### config.mk
export PLATFORM = sky130hd
export DESIGN_NAME = class_pio_mst_flat
export DESIGN_NICKNAME = d
export VERILOG_FILES = /design/src/rtl/class_pio_mst_if.sv /design/src/rtl/class_pio_mst.sv /design/src/flat_wrapper.sv
export SDC_FILE = /design/constraint.sdc
export NUM_CORES = 1
export LEC_CHECK = 0
export BUFFER_PORTS_ARGS = -buffer_cell sky130_fd_sc_hd__buf_2
export CORE_AREA = 2 2 269 271
export DETAILED_ROUTE_END_ITERATION = 8
export DIE_AREA = 0 0 271 273
export PLACE_DENSITY = 0.66
export SLEW_MARGIN = 15
export SYNTH_ARGS = -nofsm -noshare
export SYNTH_HDL_FRONTEND = slang
export SYNTH_SLANG_ARGS = --single-unit
### constraint.sdc
create_clock -name clk -period 23.1 [get_ports clk]
set_clock_uncertainty 0.05 [all_clocks]
set_input_delay 2.31 -clock clk [delete_from_list [all_inputs] [get_ports clk]]
set_output_delay 2.31 -clock clk [all_outputs]
set_load 0.005 [all_outputs]
### src/rtl/class_pio_mst_if.sv
// Command / PIO / response bundle for the classifier value-memory PIO initiator.
// master = the initiator (class_pio_mst); slave = the command source plus the PIO target side.
interface class_pio_mst_if #(
    parameter int ENTRY_IDX_W = 16,
    parameter int NWORDS      = 9
);
    logic                     cmd_valid;
    logic                     cmd_ready;
    logic                     cmd_wr;
    logic [ENTRY_IDX_W-1:0]   cmd_idx;
    logic [NWORDS*32-1:0]     cmd_wdata;

    logic                     pio_req;
    logic                     pio_rw;
    logic [31:0]              pio_addr;
    logic [31:0]              pio_wdata;
    logic                     pio_ack;
    logic [31:0]              pio_rdata;

    logic                     rsp_valid;
    logic                     rsp_ready;
    logic [NWORDS*32-1:0]     rsp_rdata;
    logic                     rsp_err;

    modport master (
        input  cmd_valid, cmd_wr, cmd_idx, cmd_wdata, pio_ack, pio_rdata, rsp_ready,
        output cmd_ready, pio_req, pio_rw, pio_addr, pio_wdata, rsp_valid, rsp_rdata, rsp_err
    );

    modport slave (
        output cmd_valid, cmd_wr, cmd_idx, cmd_wdata, pio_ack, pio_rdata, rsp_ready,
        input  cmd_ready, pio_req, pio_rw, pio_addr, pio_wdata, rsp_valid, rsp_rdata, rsp_err
    );
endinterface

### src/rtl/class_pio_mst.sv
// Splits one 288-bit value-memory entry read/write into NWORDS sequential 32-bit PIO transactions.
// Optional ack watchdog enabled by defining CLASS_PIO_TIMEOUT_EN.
module class_pio_mst #(
    parameter int         NWORDS       = 9,
    parameter int         ENTRY_IDX_W  = 16,
    parameter logic [9:0] MEM_BLK_ADDR = 10'h004,
    parameter int         TIMEOUT_CYC  = 255
) (
    input  logic             clk,
    input  logic             rst_n,
    class_pio_mst_if.master  bus
);
    localparam int ENTRY_W = NWORDS * 32;
    localparam int OFF_W   = 22;

    typedef enum logic [1:0] {S_IDLE, S_BUS, S_GAP, S_RSP} state_t;

    state_t               r_state;
    state_t               w_next;
    logic [3:0]           r_cnt;
    logic                 r_wr;
    logic [ENTRY_IDX_W-1:0] r_idx;
    logic [ENTRY_W-1:0]   r_wdata;
    logic [ENTRY_W-1:0]   r_rdata;
    logic                 w_accept;
    logic                 w_ack;
    logic                 w_last;
    logic                 w_timeout;
    logic [OFF_W-1:0]     w_off;
    logic [8:0]           w_sel;

    assign w_accept = bus.cmd_valid & bus.cmd_ready;
    // Acks outside BUS (IDLE, GAP, RSP, drop cycle) never reach the datapath.
    assign w_ack    = (r_state == S_BUS) & bus.pio_ack;
    assign w_last   = (r_cnt == 4'(NWORDS - 1));
    assign w_sel    = {r_cnt, 5'b00000};
    assign w_off    = OFF_W'({r_idx, r_cnt, 2'b00});

`ifdef CLASS_PIO_TIMEOUT_EN
    localparam int WDOG_W = $clog2(TIMEOUT_CYC + 1) + 1;

    logic [WDOG_W-1:0] r_wdog;
    logic              r_err;

    always_ff @(posedge clk or negedge rst_n) begin
        if (!rst_n) begin
            r_wdog <= '0;
        end else if (r_state != S_BUS || bus.pio_ack) begin
            r_wdog <= '0;
        end else begin
            r_wdog <= r_wdog + 1'b1;
        end
    end

    assign w_timeout = (r_state == S_BUS) && !bus.pio_ack &&
                       (r_wdog == WDOG_W'(TIMEOUT_CYC - 1));

    always_ff @(posedge clk or negedge rst_n) begin
        if (!rst_n) begin
            r_err <= 1'b0;
        end else if (w_accept) begin
            r_err <= 1'b0;
        end else if (w_timeout) begin
            r_err <= 1'b1;
        end
    end

    assign bus.rsp_err = r_err;
`else
    assign w_timeout   = 1'b0;
    assign bus.rsp_err = 1'b0;
`endif

    always_ff @(posedge clk or negedge rst_n) begin
        if (!rst_n) begin
            r_state <= S_IDLE;
        end else begin
            r_state <= w_next;
        end
    end

    always_comb begin
        w_next = r_state;
        case (r_state)
            S_IDLE: if (w_accept) w_next = S_BUS;
            S_BUS: begin
                if (w_ack) begin
                    w_next = w_last ? S_RSP : S_GAP;
                end else if (w_timeout) begin
                    w_next = S_RSP;
                end
            end
            S_GAP: w_next = S_BUS;
            S_RSP: if (bus.rsp_ready) w_next = S_IDLE;
            default: w_next = S_IDLE;
        endcase
    end

    always_comb begin
        bus.cmd_ready = 1'b0;
        bus.pio_req   = 1'b0;
        bus.pio_rw    = 1'b0;
        bus.pio_addr  = '0;
        bus.pio_wdata = '0;
        bus.rsp_valid = 1'b0;
        case (r_state)
            S_IDLE: bus.cmd_ready = rst_n;
            S_BUS: begin
                bus.pio_req   = 1'b1;
                bus.pio_rw    = r_wr;
                bus.pio_addr  = {MEM_BLK_ADDR, w_off};
                bus.pio_wdata = r_wr ? r_wdata[w_sel +: 32] : 32'h0;
            end
            S_RSP: bus.rsp_valid = 1'b1;
            default: ;
        endcase
    end

    always_ff @(posedge clk or negedge rst_n) begin
        if (!rst_n) begin
            r_cnt   <= '0;
            r_wr    <= 1'b0;
            r_idx   <= '0;
            r_rdata <= '0;
        end else if (w_accept) begin
            r_cnt   <= '0;
            r_wr    <= bus.cmd_wr;
            r_idx   <= bus.cmd_idx;
            r_rdata <= '0;
        end else if (w_ack) begin
            if (!r_wr) r_rdata[w_sel +: 32] <= bus.pio_rdata;
            if (!w_last) r_cnt <= r_cnt + 4'd1;
        end
    end

    // Write payload is pure data: captured on accept, no reset needed.
    always_ff @(posedge clk) begin
        if (w_accept) r_wdata <= bus.cmd_wdata;
    end

    assign bus.rsp_rdata = r_rdata;
endmodule

### src/flat_wrapper.sv
// flat-port wrapper written by rule: the top's interface ports become plain ports
module class_pio_mst_flat 
#(
    parameter int         NWORDS       = 9,
    parameter int         ENTRY_IDX_W  = 16,
    parameter logic [9:0] MEM_BLK_ADDR = 10'h004,
    parameter int         TIMEOUT_CYC  = 255
)
  (clk, rst_n, bus_cmd_valid, bus_cmd_wr, bus_cmd_idx, bus_cmd_wdata, bus_pio_ack, bus_pio_rdata, bus_rsp_ready, bus_cmd_ready, bus_pio_req, bus_pio_rw, bus_pio_addr, bus_pio_wdata, bus_rsp_valid, bus_rsp_rdata, bus_rsp_err);
  class_pio_mst_if #(.ENTRY_IDX_W(ENTRY_IDX_W), .NWORDS(NWORDS)) bus_i ();
  input  logic clk;
  input  logic rst_n;
  input wire logic [$bits(bus_i.cmd_valid)-1:0] bus_cmd_valid;
  input wire logic [$bits(bus_i.cmd_wr)-1:0] bus_cmd_wr;
  input wire logic [$bits(bus_i.cmd_idx)-1:0] bus_cmd_idx;
  input wire logic [$bits(bus_i.cmd_wdata)-1:0] bus_cmd_wdata;
  input wire logic [$bits(bus_i.pio_ack)-1:0] bus_pio_ack;
  input wire logic [$bits(bus_i.pio_rdata)-1:0] bus_pio_rdata;
  input wire logic [$bits(bus_i.rsp_ready)-1:0] bus_rsp_ready;
  output wire logic [$bits(bus_i.cmd_ready)-1:0] bus_cmd_ready;
  output wire logic [$bits(bus_i.pio_req)-1:0] bus_pio_req;
  output wire logic [$bits(bus_i.pio_rw)-1:0] bus_pio_rw;
  output wire logic [$bits(bus_i.pio_addr)-1:0] bus_pio_addr;
  output wire logic [$bits(bus_i.pio_wdata)-1:0] bus_pio_wdata;
  output wire logic [$bits(bus_i.rsp_valid)-1:0] bus_rsp_valid;
  output wire logic [$bits(bus_i.rsp_rdata)-1:0] bus_rsp_rdata;
  output wire logic [$bits(bus_i.rsp_err)-1:0] bus_rsp_err;
  assign bus_i.cmd_valid = bus_cmd_valid;
  assign bus_i.cmd_wr = bus_cmd_wr;
  assign bus_i.cmd_idx = bus_cmd_idx;
  assign bus_i.cmd_wdata = bus_cmd_wdata;
  assign bus_i.pio_ack = bus_pio_ack;
  assign bus_i.pio_rdata = bus_pio_rdata;
  assign bus_i.rsp_ready = bus_rsp_ready;
  assign bus_cmd_ready = bus_i.cmd_ready;
  assign bus_pio_req = bus_i.pio_req;
  assign bus_pio_rw = bus_i.pio_rw;
  assign bus_pio_addr = bus_i.pio_addr;
  assign bus_pio_wdata = bus_i.pio_wdata;
  assign bus_rsp_valid = bus_i.rsp_valid;
  assign bus_rsp_rdata = bus_i.rsp_rdata;
  assign bus_rsp_err = bus_i.rsp_err;
  class_pio_mst #(.NWORDS(NWORDS), .ENTRY_IDX_W(ENTRY_IDX_W), .MEM_BLK_ADDR(MEM_BLK_ADDR), .TIMEOUT_CYC(TIMEOUT_CYC)) u_core (.clk(clk), .rst_n(rst_n), .bus(bus_i));
endmodule
==> results.toml <==
[status]
outcome = "completed"

[clocking]
tritoncts = "done"
path_clk_slew_ns = 0.06
cts_hold_buffers = 0
clock-sinks = 599
cts_resized = 0
htreeDepth = 2
root_buffer = "clkbuf_16"
clock_latency_ns = 0.61
post-cts-setup-buffers = 0
clk_path_buf_depth = 3
cts_buffers = 61

[layout]
nets = 2640
syn_to_final_growth_pct = 27.4
stdcell_area_um2 = 30100
finish.utilization_pct = 42.4
fillCellCount = 6531
drive_gt1_share_pct = 38.3

[timing]
hold_viol = 0
fmax_mhz = 147
fin_crit_ns = 6.79
rsz0062_at_grt = "no"
worstMarginPinSlew_ns = 1.26
slew_headroom_pct = 15.9
slew_violations = 0
setup-violations-final = 0
setup_tns_ns = 0
fin_crit_sh_pct = 29.4

[synth]
syn_avg_cell_area_um2 = 14.5
yosys_warnings = 0
synth.distinct_cells = 49
ys.flop_type = "dfrtp_1"
syn-cell-area_um2 = 23600
synth.cells.most_frequent = "383 x nand2_1, 311 x dfrtp_1, 288 x edfxtp_1, 161 x mux2i_1, 95 x a22o_1"
ys_seq_area_share_pct = 69.5
netlist_instances = 1633
yosys.cell_count.top_type = "nand2_1"
synth_edf_count = 288
synthTopCellsByArea = "edfxtp_1 37%, dfrtp_1 33%, mux2i_1 6.8%"
synth_top_area_share_pct = 36.6
async_flop_share_pct = 51.9
yosys.area.top_type = "edfxtp_1"
synth-seq-cells = 599

[worst_setup_path]
crit_type = "primary input to flop"
arrival_ns = 6.97
required_ns = 23.28
endpoint_kind = "flop"
cp_max_fo = 104
start_kind = "primary input"

[drt]
routedWlPerCell_um = 21.8
drt-initial-drc-count = 1195
vias = 16400
avgViaCountPerCell = 4.97
routed_wl_um = 72000
ant_nets = 0
drt_first_pass_iters = 5
drc = 0

[place]
place_congestion = 0.851
portBuffers = 686
hpwl_um = 50800
place_area_um2 = 28000

[global_routing]
grt.total_usage_pct = 18.9
grt_pass1_wl_um = 106000
grt_pass1_vias = 17000
antenna_found_initial = 9
gr-total-overflow = 0
grt_max_degree = 159

[die]
die-width_um = 271
start_util_pct = 33.3
dieHeight_um = 273
fp-row-count = 98
core_um2 = 71000
io_pins = 699
die_area_um2 = 74000

[pwr]
power.leakage_nw = 14.0
peakVddDrop_mv = 0.0597
power_density_nw_per_um2 = 108

[run]
max_cap_violations = 0

[hold_path]
holdCritPathClass = "flop to flop"
[through the flow]
step | total power (W) | std cells | hold slack [ns] | setup slack, ns
after floorplan | 0.00191 | 1644 | 0.387 | 11.54
after global placement | 0.00227 | 3180 | 0.404 | 15.95
after detailed placement | 0.00230 | 3180 | 0.408 | 15.73
after CTS | 0.00330 | 3294 | 0.423 | 16.39
after global routing | 0.00342 | 3297 | 0.444 | 15.96
final | 0.00326 | 3298 | 0.422 | 16.31
[critical path, cell delays in order]
cell     delay (ns)
buf_8          0.49
nor3b_2        0.41
nand2_4        0.33
inv_8          0.61
buf_4          0.80
buf_4          0.85
buf_4          0.79
[sequential cells by signal, summed over array words and instances, names as in the netlist]
name / count
u_core.bus.rsp_rdata: 288
u_core.r_cnt: 4
u_core.r_state: 2
u_core.r_idx: 16
u_core.r_wdata: 288
u_core.r_wr: 1
[power by group]
group	switching [W]	internal (W)	total, W
Clock	0.000419	0.000575	0.000994
Sequential	0.000124	0.00133	0.00145
Combinational	0.000462	0.000358	0.000820
Total	0.00101	0.00226	0.00326
[logic make-up (layout without fill, tap and decap cells)]
logic type	count (synthesis)	after routing	share of synthesized area, %
adders and majority gates	4	4	0.212
AOI/OAI and AO/OA	173	173	5.63
muxes	227	227	13.1
DFF	599	599	69.5
buffers and inverters	160	861	3.15
other	1	15	0.0159
xor gates and xnor gates	4	4	0.148
and+or+nand+nor	465	465	8.27
[cell usage in the layout (no fill, tap or decap), drive strengths merged, types with 2 or more instances in the layout]
cell,instances
buf,710
nand2,383
dfrtp,311
edfxtp,288
mux2i,162
a22o,95
clkbuf,84
mux4,64
inv,40
o21ai,35
a22oi,32
and2,23
nand3,22
clkinv,20
conb,12
nor2,10
nand4,4
ha,4
bufinv,4
and4,4
nor3,4
diode,3
clkinvlp,3
a21oi,3
nand3b,2
nand2b,2
a31oi,2
xor2,2
xnor2,2
or4b,2
[layer usage]
layer,routed length (um),track usage (%),vias up
li1,-,-,7186
met1,27600,23.1,8196
met2,36100,32.4,855
met3,5600,4.37,151
met4,2710,7.68,8
met5,48,0,-
[worst paths after layout]
kind	start	slack [ns]	end	cells past startpoint
worst max-delay path	rst_n	16.31	u_core.r_wdata[272]	7
worst min-delay path	u_core.r_idx[15]	0.42	u_core.r_idx[15]	2
worst max register to register	u_core.r_state[0]	18.15	u_core.r_wdata[272]	6
worst min register to register	u_core.r_idx[15]	0.42	u_core.r_idx[15]	2
max in group asynchronous	rst_n	19.10	u_core.r_cnt[0]	3
min in group asynchronous	rst_n	1.65	u_core.bus.rsp_rdata[271]	1
[final cells by class]
cell class	instances	area, um^2	share of cell area [%]
flip-flops and latches	599	16400	54.6
well taps	950	1190	3.95
diodes	3	7.51	0.0249
repair buffers	710	3660	12.1
inverters	37	146	0.486
multi-input cells	885	6630	22.0
clock inverters	30	303	1.01
clock buffers	84	1740	5.79
Power figures use the tool's default switching activity.
